===== config.mk =====
export PLATFORM = sky130hd
export DESIGN_NAME = csr_perf_counters_flat
export DESIGN_NICKNAME = d
export VERILOG_FILES = /design/src/rtl/csr_perf_counters_pkg.sv /design/src/rtl/csr_perf_counters_if.sv /design/src/rtl/csr_perf_counters_counter.sv /design/src/rtl/csr_perf_counters.sv /design/src/flat_wrapper.sv
export SDC_FILE = /design/constraint.sdc
export NUM_CORES = 2
export LEC_CHECK = 0
export CAP_MARGIN = 20
export CORE_MARGIN = 4
export CORE_UTILIZATION = 40
export CTS_CLUSTER_DIAMETER = 150
export DETAILED_ROUTE_END_ITERATION = 10
export MAX_ROUTING_LAYER = met4
export PLACE_DENSITY_LB_ADDON = 0.2
export SYNTH_ARGS = -nofsm -noshare
export SYNTH_HDL_FRONTEND = slang
export SYNTH_SLANG_ARGS = --single-unit

===== constraint.sdc =====
create_clock -name clk -period 5.26 [get_ports clk]
set_clock_uncertainty 0.15 [all_clocks]
set_input_delay 1.052 -clock clk [delete_from_list [all_inputs] [get_ports clk]]
set_output_delay 1.052 -clock clk [all_outputs]
set_load 0.02 [all_outputs]

===== src/rtl/csr_perf_counters_pkg.sv =====
// Shared types and CSR addresses for the performance-counter CSR unit.
package csr_perf_counters_pkg;

    typedef enum logic [1:0] {
        CSR_READ  = 2'b00,
        CSR_WRITE = 2'b01,
        CSR_SET   = 2'b10,
        CSR_CLEAR = 2'b11
    } csr_op_t;

    localparam logic [11:0] CSR_CYCLE         = 12'hC00;
    localparam logic [11:0] CSR_CYCLEH        = 12'hC80;
    localparam logic [11:0] CSR_MCYCLE        = 12'hB00;
    localparam logic [11:0] CSR_MCYCLEH       = 12'hB80;
    localparam logic [11:0] CSR_MCOUNTINHIBIT = 12'h320;
    localparam logic [11:0] CSR_MHPMEVENT3    = 12'h323;

    function automatic logic [11:0] cnt_offset(int j);
        return (j == 0) ? 12'd0 : 12'(j + 1);
    endfunction

    function automatic logic [31:0] csr_alu(csr_op_t op, logic [31:0] old_v, logic [31:0] wdata);
        case (op)
            CSR_WRITE: return wdata;
            CSR_SET:   return old_v | wdata;
            CSR_CLEAR: return old_v & ~wdata;
            default:   return old_v;
        endcase
    endfunction

endpackage


===== src/rtl/csr_perf_counters_if.sv =====
// CSR request/response port: request valid for one cycle, response exactly one cycle later.
interface csr_perf_counters_if;
    logic        csr_req;
    logic [11:0] csr_addr;
    logic [1:0]  csr_op;
    logic [31:0] csr_wdata;
    logic        csr_ack;
    logic [31:0] csr_rdata;
    logic        csr_illegal;

    modport master (
        output csr_req, csr_addr, csr_op, csr_wdata,
        input  csr_ack, csr_rdata, csr_illegal
    );

    modport slave (
        input  csr_req, csr_addr, csr_op, csr_wdata,
        output csr_ack, csr_rdata, csr_illegal
    );
endinterface


===== src/rtl/csr_perf_counters_counter.sv =====
// One CNT_W-bit counter with 32-bit half writes, inhibit and registered wrap pulse.
module csr_perf_counters_counter #(
    parameter int CNT_W = 64,
    parameter int INC_W = 2
) (
    input  logic             clk,
    input  logic             rst,
    input  logic [INC_W-1:0] inc_i,
    input  logic             inhibit_i,
    input  logic             wr_lo_i,
    input  logic             wr_hi_i,
    input  logic [31:0]      wdata_i,
    output logic [CNT_W-1:0] q_o,
    output logic             ovf_o
);

    logic [CNT_W-1:0] cnt_q, cnt_d;
    logic             ovf_q, ovf_d;
    logic [CNT_W:0]   sum;

    // A write to either half suppresses the whole counter's increment that cycle.
    always_comb begin
        sum   = {1'b0, cnt_q} + (CNT_W+1)'(inc_i);
        cnt_d = cnt_q;
        ovf_d = 1'b0;
        if (wr_lo_i || wr_hi_i) begin
            if (wr_lo_i) cnt_d[31:0]       = wdata_i;
            if (wr_hi_i) cnt_d[CNT_W-1:32] = wdata_i[CNT_W-33:0];
        end else if (!inhibit_i) begin
            cnt_d = sum[CNT_W-1:0];
            ovf_d = sum[CNT_W];
        end
    end

    always_ff @(posedge clk) begin
        if (rst) begin
            cnt_q <= '0;
            ovf_q <= 1'b0;
        end else begin
            cnt_q <= cnt_d;
            ovf_q <= ovf_d;
        end
    end

    assign q_o   = cnt_q;
    assign ovf_o = ovf_q;

endmodule


===== src/rtl/csr_perf_counters.sv =====
// Performance-counter CSR unit: cycle, instret and NUM_HPM event counters behind a registered CSR port.
module csr_perf_counters
    import csr_perf_counters_pkg::*;
#(
    parameter int NUM_HPM    = 4,
    parameter int NUM_EVENTS = 8,
    parameter int RETIRE_W   = 2,
    parameter int CNT_W      = 64
) (
    input  logic                          clk,
    input  logic                          rst,
    csr_perf_counters_if.slave            csr,
    input  logic [$clog2(RETIRE_W+1)-1:0] retire_cnt,
    input  logic [NUM_EVENTS-1:0]         event_i,
    output logic [NUM_HPM+1:0]            overflow_o
);

    localparam int NCNT = NUM_HPM + 2;
    localparam int RW_W = $clog2(RETIRE_W + 1);
    localparam int EV_W = $clog2(NUM_EVENTS + 1);

    logic [NCNT-1:0][CNT_W-1:0]   cnt_q;
    logic [NCNT-1:0][RW_W-1:0]    inc;
    logic [NCNT-1:0]              inh_q, inh_d, wr_lo, wr_hi, cnt_oh;
    logic [NUM_HPM-1:0][EV_W-1:0] ev_q, ev_d;
    logic [NUM_HPM-1:0]           ev_hit, ev_oh;
    logic [RW_W-1:0]              ret_clamped;

    csr_op_t     op;
    logic        cnt_sel, cnt_ro, cnt_hi, ev_sel, inh_sel, illegal, do_wr;
    logic [CNT_W-1:0] cnt_val;
    logic [31:0] ev_val, inh_csr, old_val, new_val;

    logic        ack_q, ack_d, ill_q, ill_d;
    logic [31:0] rdata_q, rdata_d;

    // Event select and per-counter increment amounts
    always_comb begin
        ret_clamped = (retire_cnt > RW_W'(RETIRE_W)) ? RW_W'(RETIRE_W) : retire_cnt;
        for (int i = 0; i < NUM_HPM; i++) begin
            ev_hit[i] = 1'b0;
            for (int k = 1; k <= NUM_EVENTS; k++)
                if (ev_q[i] == EV_W'(k)) ev_hit[i] = event_i[k-1];
        end
        inc[0] = RW_W'(1);
        inc[1] = ret_clamped;
        for (int i = 0; i < NUM_HPM; i++) inc[2+i] = RW_W'(ev_hit[i]);
    end

    // Address decode and pre-update read value
    always_comb begin
        op      = csr_op_t'(csr.csr_op);
        cnt_sel = 1'b0;
        cnt_ro  = 1'b0;
        cnt_hi  = 1'b0;
        cnt_oh  = '0;
        cnt_val = '0;
        ev_sel  = 1'b0;
        ev_oh   = '0;
        ev_val  = '0;
        for (int j = 0; j < NCNT; j++) begin
            if (csr.csr_addr == CSR_CYCLE + cnt_offset(j)) begin
                cnt_sel = 1'b1; cnt_ro = 1'b1; cnt_oh[j] = 1'b1; cnt_val = cnt_q[j];
            end
            if (csr.csr_addr == CSR_CYCLEH + cnt_offset(j)) begin
                cnt_sel = 1'b1; cnt_ro = 1'b1; cnt_hi = 1'b1; cnt_oh[j] = 1'b1; cnt_val = cnt_q[j];
            end
            if (csr.csr_addr == CSR_MCYCLE + cnt_offset(j)) begin
                cnt_sel = 1'b1; cnt_oh[j] = 1'b1; cnt_val = cnt_q[j];
            end
            if (csr.csr_addr == CSR_MCYCLEH + cnt_offset(j)) begin
                cnt_sel = 1'b1; cnt_hi = 1'b1; cnt_oh[j] = 1'b1; cnt_val = cnt_q[j];
            end
        end
        for (int i = 0; i < NUM_HPM; i++) begin
            if (csr.csr_addr == CSR_MHPMEVENT3 + 12'(i)) begin
                ev_sel = 1'b1; ev_oh[i] = 1'b1; ev_val = 32'(ev_q[i]);
            end
        end
        inh_sel = (csr.csr_addr == CSR_MCOUNTINHIBIT);

        inh_csr    = '0;
        inh_csr[0] = inh_q[0];
        inh_csr[2] = inh_q[1];
        for (int i = 0; i < NUM_HPM; i++) inh_csr[3+i] = inh_q[2+i];

        if (cnt_sel)      old_val = cnt_hi ? 32'(cnt_val[CNT_W-1:32]) : cnt_val[31:0];
        else if (ev_sel)  old_val = ev_val;
        else if (inh_sel) old_val = inh_csr;
        else              old_val = '0;

        illegal = !(cnt_sel || ev_sel || inh_sel) || (cnt_ro && op != CSR_READ);
        new_val = csr_alu(op, old_val, csr.csr_wdata);
        do_wr   = csr.csr_req && !illegal && (op != CSR_READ);
    end

    // State updates from the request
    always_comb begin
        wr_lo = (do_wr && cnt_sel && !cnt_hi) ? cnt_oh : '0;
        wr_hi = (do_wr && cnt_sel &&  cnt_hi) ? cnt_oh : '0;

        inh_d = inh_q;
        if (do_wr && inh_sel) begin
            inh_d[0] = new_val[0];
            inh_d[1] = new_val[2];
            for (int i = 0; i < NUM_HPM; i++) inh_d[2+i] = new_val[3+i];
        end

        ev_d = ev_q;
        for (int i = 0; i < NUM_HPM; i++)
            if (do_wr && ev_oh[i])
                ev_d[i] = (new_val > 32'(NUM_EVENTS)) ? '0 : EV_W'(new_val);

        ack_d   = csr.csr_req;
        ill_d   = csr.csr_req && illegal;
        rdata_d = (csr.csr_req && !illegal) ? old_val : '0;
    end

    always_ff @(posedge clk) begin
        if (rst) begin
            inh_q   <= '0;
            ev_q    <= '0;
            ack_q   <= 1'b0;
            ill_q   <= 1'b0;
            rdata_q <= '0;
        end else begin
            inh_q   <= inh_d;
            ev_q    <= ev_d;
            ack_q   <= ack_d;
            ill_q   <= ill_d;
            rdata_q <= rdata_d;
        end
    end

    assign csr.csr_ack     = ack_q;
    assign csr.csr_illegal = ill_q;
    assign csr.csr_rdata   = rdata_q;

    for (genvar g = 0; g < NCNT; g++) begin : g_cnt
        csr_perf_counters_counter #(
            .CNT_W (CNT_W),
            .INC_W (RW_W)
        ) u_cnt (
            .clk       (clk),
            .rst       (rst),
            .inc_i     (inc[g]),
            .inhibit_i (inh_q[g]),
            .wr_lo_i   (wr_lo[g]),
            .wr_hi_i   (wr_hi[g]),
            .wdata_i   (new_val),
            .q_o       (cnt_q[g]),
            .ovf_o     (overflow_o[g])
        );
    end

endmodule


===== src/flat_wrapper.sv =====
// flat-port wrapper written by rule: the top's interface ports become plain ports
module csr_perf_counters_flat import csr_perf_counters_pkg::*;
#(
    parameter int NUM_HPM    = 4,
    parameter int NUM_EVENTS = 8,
    parameter int RETIRE_W   = 2,
    parameter int CNT_W      = 64
)
  (clk, rst, retire_cnt, event_i, overflow_o, csr_csr_req, csr_csr_addr, csr_csr_op, csr_csr_wdata, csr_csr_ack, csr_csr_rdata, csr_csr_illegal);
  csr_perf_counters_if csr_i ();
  input  logic clk;
  input  logic rst;
  input  logic [$clog2(RETIRE_W+1)-1:0] retire_cnt;
  input  logic [NUM_EVENTS-1:0] event_i;
  output logic [NUM_HPM+1:0] overflow_o;
  input wire logic [$bits(csr_i.csr_req)-1:0] csr_csr_req;
  input wire logic [$bits(csr_i.csr_addr)-1:0] csr_csr_addr;
  input wire logic [$bits(csr_i.csr_op)-1:0] csr_csr_op;
  input wire logic [$bits(csr_i.csr_wdata)-1:0] csr_csr_wdata;
  output wire logic [$bits(csr_i.csr_ack)-1:0] csr_csr_ack;
  output wire logic [$bits(csr_i.csr_rdata)-1:0] csr_csr_rdata;
  output wire logic [$bits(csr_i.csr_illegal)-1:0] csr_csr_illegal;
  assign csr_i.csr_req = csr_csr_req;
  assign csr_i.csr_addr = csr_csr_addr;
  assign csr_i.csr_op = csr_csr_op;
  assign csr_i.csr_wdata = csr_csr_wdata;
  assign csr_csr_ack = csr_i.csr_ack;
  assign csr_csr_rdata = csr_i.csr_rdata;
  assign csr_csr_illegal = csr_i.csr_illegal;
  csr_perf_counters #(.NUM_HPM(NUM_HPM), .NUM_EVENTS(NUM_EVENTS), .RETIRE_W(RETIRE_W), .CNT_W(CNT_W)) u_core (.clk(clk), .rst(rst), .csr(csr_i), .retire_cnt(retire_cnt), .event_i(event_i), .overflow_o(overflow_o));
endmodule

* Yosys cells after proc, flatten, opt, wreduce, memory -nomap -nowiden
Index checks and enable logic that the tools add are counted.
** Storage, ports and cells
- Register bits after elaboration :: 446
- Input bits :: 59
- Logic and storage cells :: 330
** Cells by class
- Add/subtract/negate cells :: 6
- Magnitude comparators :: 2
- Eq/ne operators :: 82
- Muxes and demuxes :: 166
- Bitwise operators :: 4
- Reduce and logical (&&, ||, !) cells :: 44
** Operator list (number)
- $mux 64 :: 36
- $mux 32 :: 15
- $eq 12x12->1 const B :: 24
- $add 64x1->65 :: 4
- $mux 1 :: 105
- $pmux 32 s3 :: 1
- $add 64x1->65 const B :: 1
- $add 64x2->65 :: 1
- $eq 4x3->1 const B :: 16
- $eq 12x10->1 const B :: 5
- $and 32x32->32 :: 1
- $eq 4x2->1 const B :: 8
- $gt 32x4->1 const B :: 1
- $not 32->32 :: 1
- $or 32x32->32 :: 1
- $ne 2x1->1 const B :: 12
- $reduce_and 2->1 :: 12
- $mux 4 :: 5
- $reduce_or 3->1 :: 6
- $eq 4x1->1 const B :: 4
- $eq 4x4->1 const B :: 4
- $logic_and 1x1->1 :: 12
- $mux 6 :: 2
- $ne 2x2->1 const B :: 6
- other kinds (10) :: 21

* Longest topological paths before layout
- Word-level depth :: 38
- Gate-level depth with buffers :: 18
- Depth with buffers taken out :: 17

* Hierarchy
From an unflattened synthesis, not the netlist that was laid out.
** Unflattened totals
- Cell total of the unflattened synthesis :: 4477
- Area, all modules :: 33578.5 um^2
** Modules (own cells, without submodules)
- csr_perf_counters_counter at u_core.g_cnt[0].u_cnt ... :: instances 4, cells each 569, area an instance 4294.1 um^2, seq. area each 1301.2 um^2
- csr_perf_counters :: instances 1, cells each 1101, area an instance 7952.6 um^2, seq. area each 1121.1 um^2
- csr_perf_counters_counter at u_core.g_cnt[4].u_cnt :: instances 1, cells each 555, area an instance 4337.9 um^2, seq. area each 1301.2 um^2
- csr_perf_counters_counter at u_core.g_cnt[5].u_cnt :: instances 1, cells each 545, area an instance 4111.4 um^2, seq. area each 1301.2 um^2

* Least setup slack after synthesis
No wires, ideal clock.
- Path kind :: input-to-reg
- From :: in event_i[4]
- To :: reg u_core.g_cnt[3].u_cnt.cnt_q[60]
- Arrival time :: 4.363 ns
- Data required time :: 4.978 ns
- Setup slack :: 0.615 ns
- Cell stages on the path :: 17
- Path buffers :: 1
- Cell sequence :: mux2_2 a21oi_1 nor2_1 a21oi_1 o21ai_0 ha_1 ha_1 and2_1 clkbuf_1 nand2_1 nor4_1 nand3_1 nor4_1 nand2_1 or3_1 a21oi_1 nor3_1
** Between the ends
- Word-level cells in the longest chain between the ends :: 7
** Ends and longest elaborated chain
- start: declaration :: RTL line flat_wrapper.sv:14 : input logic [NUM_EVENTS-1:0] event_i;
- $mux 1 (4 in a row) :: RTL line csr_perf_counters.sv:43 : if (ev_q[i] == EV_W'(k)) ev_hit[i] = event_i[k-1];
- $add 64x1->65 :: RTL line csr_perf_counters_counter.sv:23 : sum = {1'b0, cnt_q} + (CNT_W+1)'(inc_i);
- $mux 64 :: RTL line csr_perf_counters_counter.sv:29 : end else if (!inhibit_i) begin
- $mux 64 :: RTL line csr_perf_counters_counter.sv:26 : if (wr_lo_i || wr_hi_i) begin
- end signal: assignment :: RTL line csr_perf_counters_counter.sv:40 : cnt_q <= cnt_d;
- end: declaration :: RTL line csr_perf_counters_counter.sv:17 : logic [CNT_W-1:0] cnt_q, cnt_d;
Every way passes these cells. The select of a mux whose other input is x is not followed.
A chain may end at the register's enable or synchronous reset.

* Worst setup path after layout
- From :: in event_i[0]
- To :: reg u_core.g_cnt[5].u_cnt.cnt_q[63]
** Between the ends
- Word-level cells in the longest chain between the ends :: 11
** Ends and longest elaborated chain (RTL line)
- $mux 1 (8 in a row) :: csr_perf_counters.sv:43
- $add 64x1->65 :: csr_perf_counters_counter.sv:23
- $mux 64 :: csr_perf_counters_counter.sv:29
- $mux 64 :: csr_perf_counters_counter.sv:26
- end signal: assignment :: csr_perf_counters_counter.sv:40
- end: declaration :: csr_perf_counters_counter.sv:17
Every way passes these cells. The select of a mux whose other input is x is not followed.

==> results.sh <==
export IMPL_status="completed"
export IMPL_numPortBuffers=98
export IMPL_r2r_start="u_core.ev_q[14]"
export IMPL_fin_nets=5112
export IMPL_tightest_slew_ns=1.14
export IMPL_clk_path_buf_depth=3
export IMPL_area_growth_pct=23.6
export IMPL_core_area_sq_um=80500
export IMPL_gr_total_overflow=0
export IMPL_synth_top_cell_area_share_pct=27.5
export IMPL_grt_max_degree=158
export IMPL_synth_compound_area_share_pct=31.8
export IMPL_syn_area_per_cell_sq_um=6.80
export IMPL_place_area_sq_um=38100
export IMPL_muxShareOfSynthArea_pct=2.79
export IMPL_cts_tree="done"
export IMPL_rsz0062_at_grt="false"
export IMPL_switching_share_pct=27.9
export IMPL_seqPwrFrac_pct=39.5
export IMPL_ys_seq_area_share_pct=27.5
export IMPL_period_share_pct=93.3
export IMPL_power_density_nw_per_um2=214
export IMPL_ir_worst_vdd_mv=0.248
export IMPL_netlist_instances=4777
export IMPL_p_sw_mw=2.40
export IMPL_dp_cells=6043
export IMPL_hold_class="register to register"
export IMPL_die_w_um=293
export IMPL_clock_fmax_mhz=204
export IMPL_dp_hpwl_mm=154
export IMPL_place_congestion=1.09
export IMPL_synth_cell_type_count=97
export IMPL_period_minus_slack_ns=4.91
export IMPL_rows=104
export IMPL_final_common_cell="nand2_1"
export IMPL_hold_path_endpoint="u_core.g_cnt[1].u_cnt.q_o[58]"
export IMPL_cts_buffers=56
export IMPL_p_leak_nw=13.8
export IMPL_die_h_um=293
export IMPL_cp_start_kind="input port"
export IMPL_cts_resized=0
export IMPL_ys_async_sr_fraction_pct=0
export IMPL_hold_violations=0
export IMPL_postRouteAntennaNets=0
export IMPL_finalSetupViolCount=0
export IMPL_min_from="u_core.g_cnt[1].u_cnt.q_o[58]"
export IMPL_dr_first_iter_drc_count=6840
export IMPL_dieArea_sq_um=85800
export IMPL_pin_count=99
export IMPL_synth_area_sq_um=32500
export IMPL_layout_cells_non_filler=6174
export IMPL_finalInstanceArea_sq_um=40100
export IMPL_insertion_delay_ns=0.65
export IMPL_max_slew_margin_rel_pct=23.2
export IMPL_path_max_fanout=4
export IMPL_hold_buffers=0
export IMPL_synth_edf_count=0
export IMPL_postRouteWirelength_mm=199
export IMPL_grt_pass1_wl_mm=277
export IMPL_clock_power_share_pct=48.6
export IMPL_reg2reg_setup_slack_ns=0.81
export IMPL_synth_top_family_by_area="compound AO/OA/AOI/OAI gates"
export IMPL_antenna_found_initial=25
export IMPL_r2r_end="u_core.g_cnt[5].u_cnt.q_o[63]"
export IMPL_worstHoldPathCells=2
export IMPL_clkSlewWorstSetupHoldPaths_ns=0.06
export IMPL_track_usage_pct=45.4
export IMPL_slew_violations=0
export IMPL_cts_sinks=446
export IMPL_pwr_share_comb_pct=11.9
export IMPL_startpoint="event_i[0]"
export IMPL_critPathKind="input port to register"
export IMPL_cts_max_level=2
export IMPL_grt_pass1_vias=36500
export IMPL_firstDrtPassIters=6
export IMPL_ys_ff_latch=446
export IMPL_syn_num_nets=4848
export IMPL_synth_simple_area_share_pct=31.2
export IMPL_route_detailed_drc=0
export IMPL_wire_per_inst_um=32.2
export IMPL_drive_gt1_share_pct=14.7
export IMPL_synth_flop_cell="dfxtp_1"
export IMPL_endpoint_kind="register"
export IMPL_p_int_mw=6.19
export IMPL_synthAdderAreaFrac_pct=0.486
export IMPL_viasPerCell=6.78
export IMPL_layout_common_cells="nand2_1 (565), a21oi_1 (545), o21ai_0 (544)"
export IMPL_netlist_top_cells_area="dfxtp_1 (28%), a21oi_1 (8.5%), o21ai_0 (8.5%)"
export IMPL_reg2reg_depth=16
export IMPL_cts_root_buf="clkbuf_16"
export IMPL_route_vias_total=41900
export IMPL_initial_core_util_pct=40.3
export IMPL_required_ns=5.67
export IMPL_synth_xor_area_share_pct=0.459
export IMPL_max_cap_violations=0
export IMPL_yosysTopAreaCell="dfxtp_1"
export IMPL_critical_path_arrival_ns=5.31
export IMPL_cts_setup_buffers=0
export IMPL_ys_warn_count=0
-- power groups by stage --
stage	sequential [mW]	clock (mW)	combinational, mW
final	3.39	4.17	1.02
after global routing	3.39	4.32	1.02
after CTS	3.39	4.19	0.969
after detailed placement	3.47	0	0.964
after global placement	3.47	0	0.972
after floorplan	3.46	0	0.359
-- worst max path at each step --
| stage | to | slack (ns) | cells past startpoint |
|---|---|---|---|
| floorplan | u_core.g_cnt[3].u_cnt.q_o[60] | 0.62 | 17 |
| global placement | u_core.g_cnt[5].u_cnt.q_o[63] | -0.18 | 17 |
| detailed placement | u_core.g_cnt[5].u_cnt.q_o[63] | -0.22 | 17 |
| CTS | u_core.g_cnt[5].u_cnt.q_o[63] | 0.42 | 17 |
| global route | u_core.g_cnt[5].u_cnt.q_o[63] | 0.07 | 17 |
| finish | u_core.g_cnt[5].u_cnt.q_o[63] | 0.35 | 17 |
-- sequential cells by signal (all words and copies together) (netlist names) --
| name | flops |
|---|---|
| u_core.g_cnt.u_cnt.ovf_o | 6 |
| u_core.csr.csr_ack | 1 |
| u_core.g_cnt.u_cnt.q_o | 384 |
| u_core.csr.csr_illegal | 1 |
| u_core.inh_q | 6 |
| u_core.ev_q | 16 |
| u_core.csr.csr_rdata | 32 |
-- metrics by stage --
| step | utilization (%) | power, mW | TNS [ns] | hold slack, ns | worst slack [ns] |
|---|---|---|---|---|---|
| after global placement | 47.3 | 4.44 | -0.654 | 0.318 | -0.183 |
| after detailed placement | 47.3 | 4.43 | -0.615 | 0.326 | -0.222 |
| final | 49.8 | 8.59 | 0 | 0.335 | 0.351 |
| after floorplan | - | 3.82 | 0 | 0.295 | 0.615 |
| after CTS | 49.7 | 8.56 | 0 | 0.335 | 0.416 |
| after global routing | 49.8 | 8.73 | 0 | 0.359 | 0.0717 |
-- routing by layer --
layer	track usage, %	vias to the layer above	wire (um)
met1	64.0	20100	82800
met3	10.5	466	26300
met5	-	-	0
met4	21.7	0	11600
met2	60.4	2948	78100
li1	-	18400	-
-- worst max-delay path: stages --
cell             delay [ns]
clkdlybuf4s50_1        0.52
mux2_2                 0.16
a21oi_1                0.07
nor2_1                 0.13
a21oi_1                0.07
o21ai_0                0.43
buf_4                  0.20
ha_1                   0.16
and4_1                 0.22
nand3_1                0.13
or4_4                  0.55
or2_1                  0.26
or4_1                  0.54
nor4_1                 0.33
nor3b_1                0.24
o21ai_0                0.10
a21oi_1                0.14
-- kinds of logic after synthesis --
logic type,after synthesis
AOI/OAI and AO/OA,1710
buffers and inverters,459
and+or+nand+nor,2051
DFF,446
xor gates and xnor gates,17
adders and majority gates,12
muxes,82
-- synthesized netlist by cell type, types with 25 or more instances --
cell and n:
clkbuf_1 303, nor2_1 448, nor4_1 65, buf_2 59, o2bb2ai_1 27, mux2i_1 51
nand4_1 98, or3_1 39, o21a_1 30, a211oi_1 77, inv_1 55, o41ai_1 28
mux2_2 27, a21oi_1 550, buf_1 26, a22oi_1 51, nand2_1 568, a221oi_1 25
o21ai_0 549, and2_1 62, dfxtp_1 446, o31ai_1 36, nor3_1 249, a31oi_1 51
o22ai_1 57, o211ai_1 35, and3_1 98, nand3_1 214
-- final cells by class --
| cell class | count | area [sq um] |
|---|---|---|
| Inverter | 55 | 206 |
| Tap cell | 1060 | 1330 |
| Clock inverter | 21 | 315 |
| Clock buffer | 81 | 1620 |
| Antenna cell | 29 | 72.6 |
| Fill cell | 8186 | 40400 |
| Timing Repair Buffer | 610 | 5820 |
| Multi-Input combinational cell | 3872 | 21900 |
| Sequential cell | 446 | 8930 |
Power figures use the tool's default switching activity.
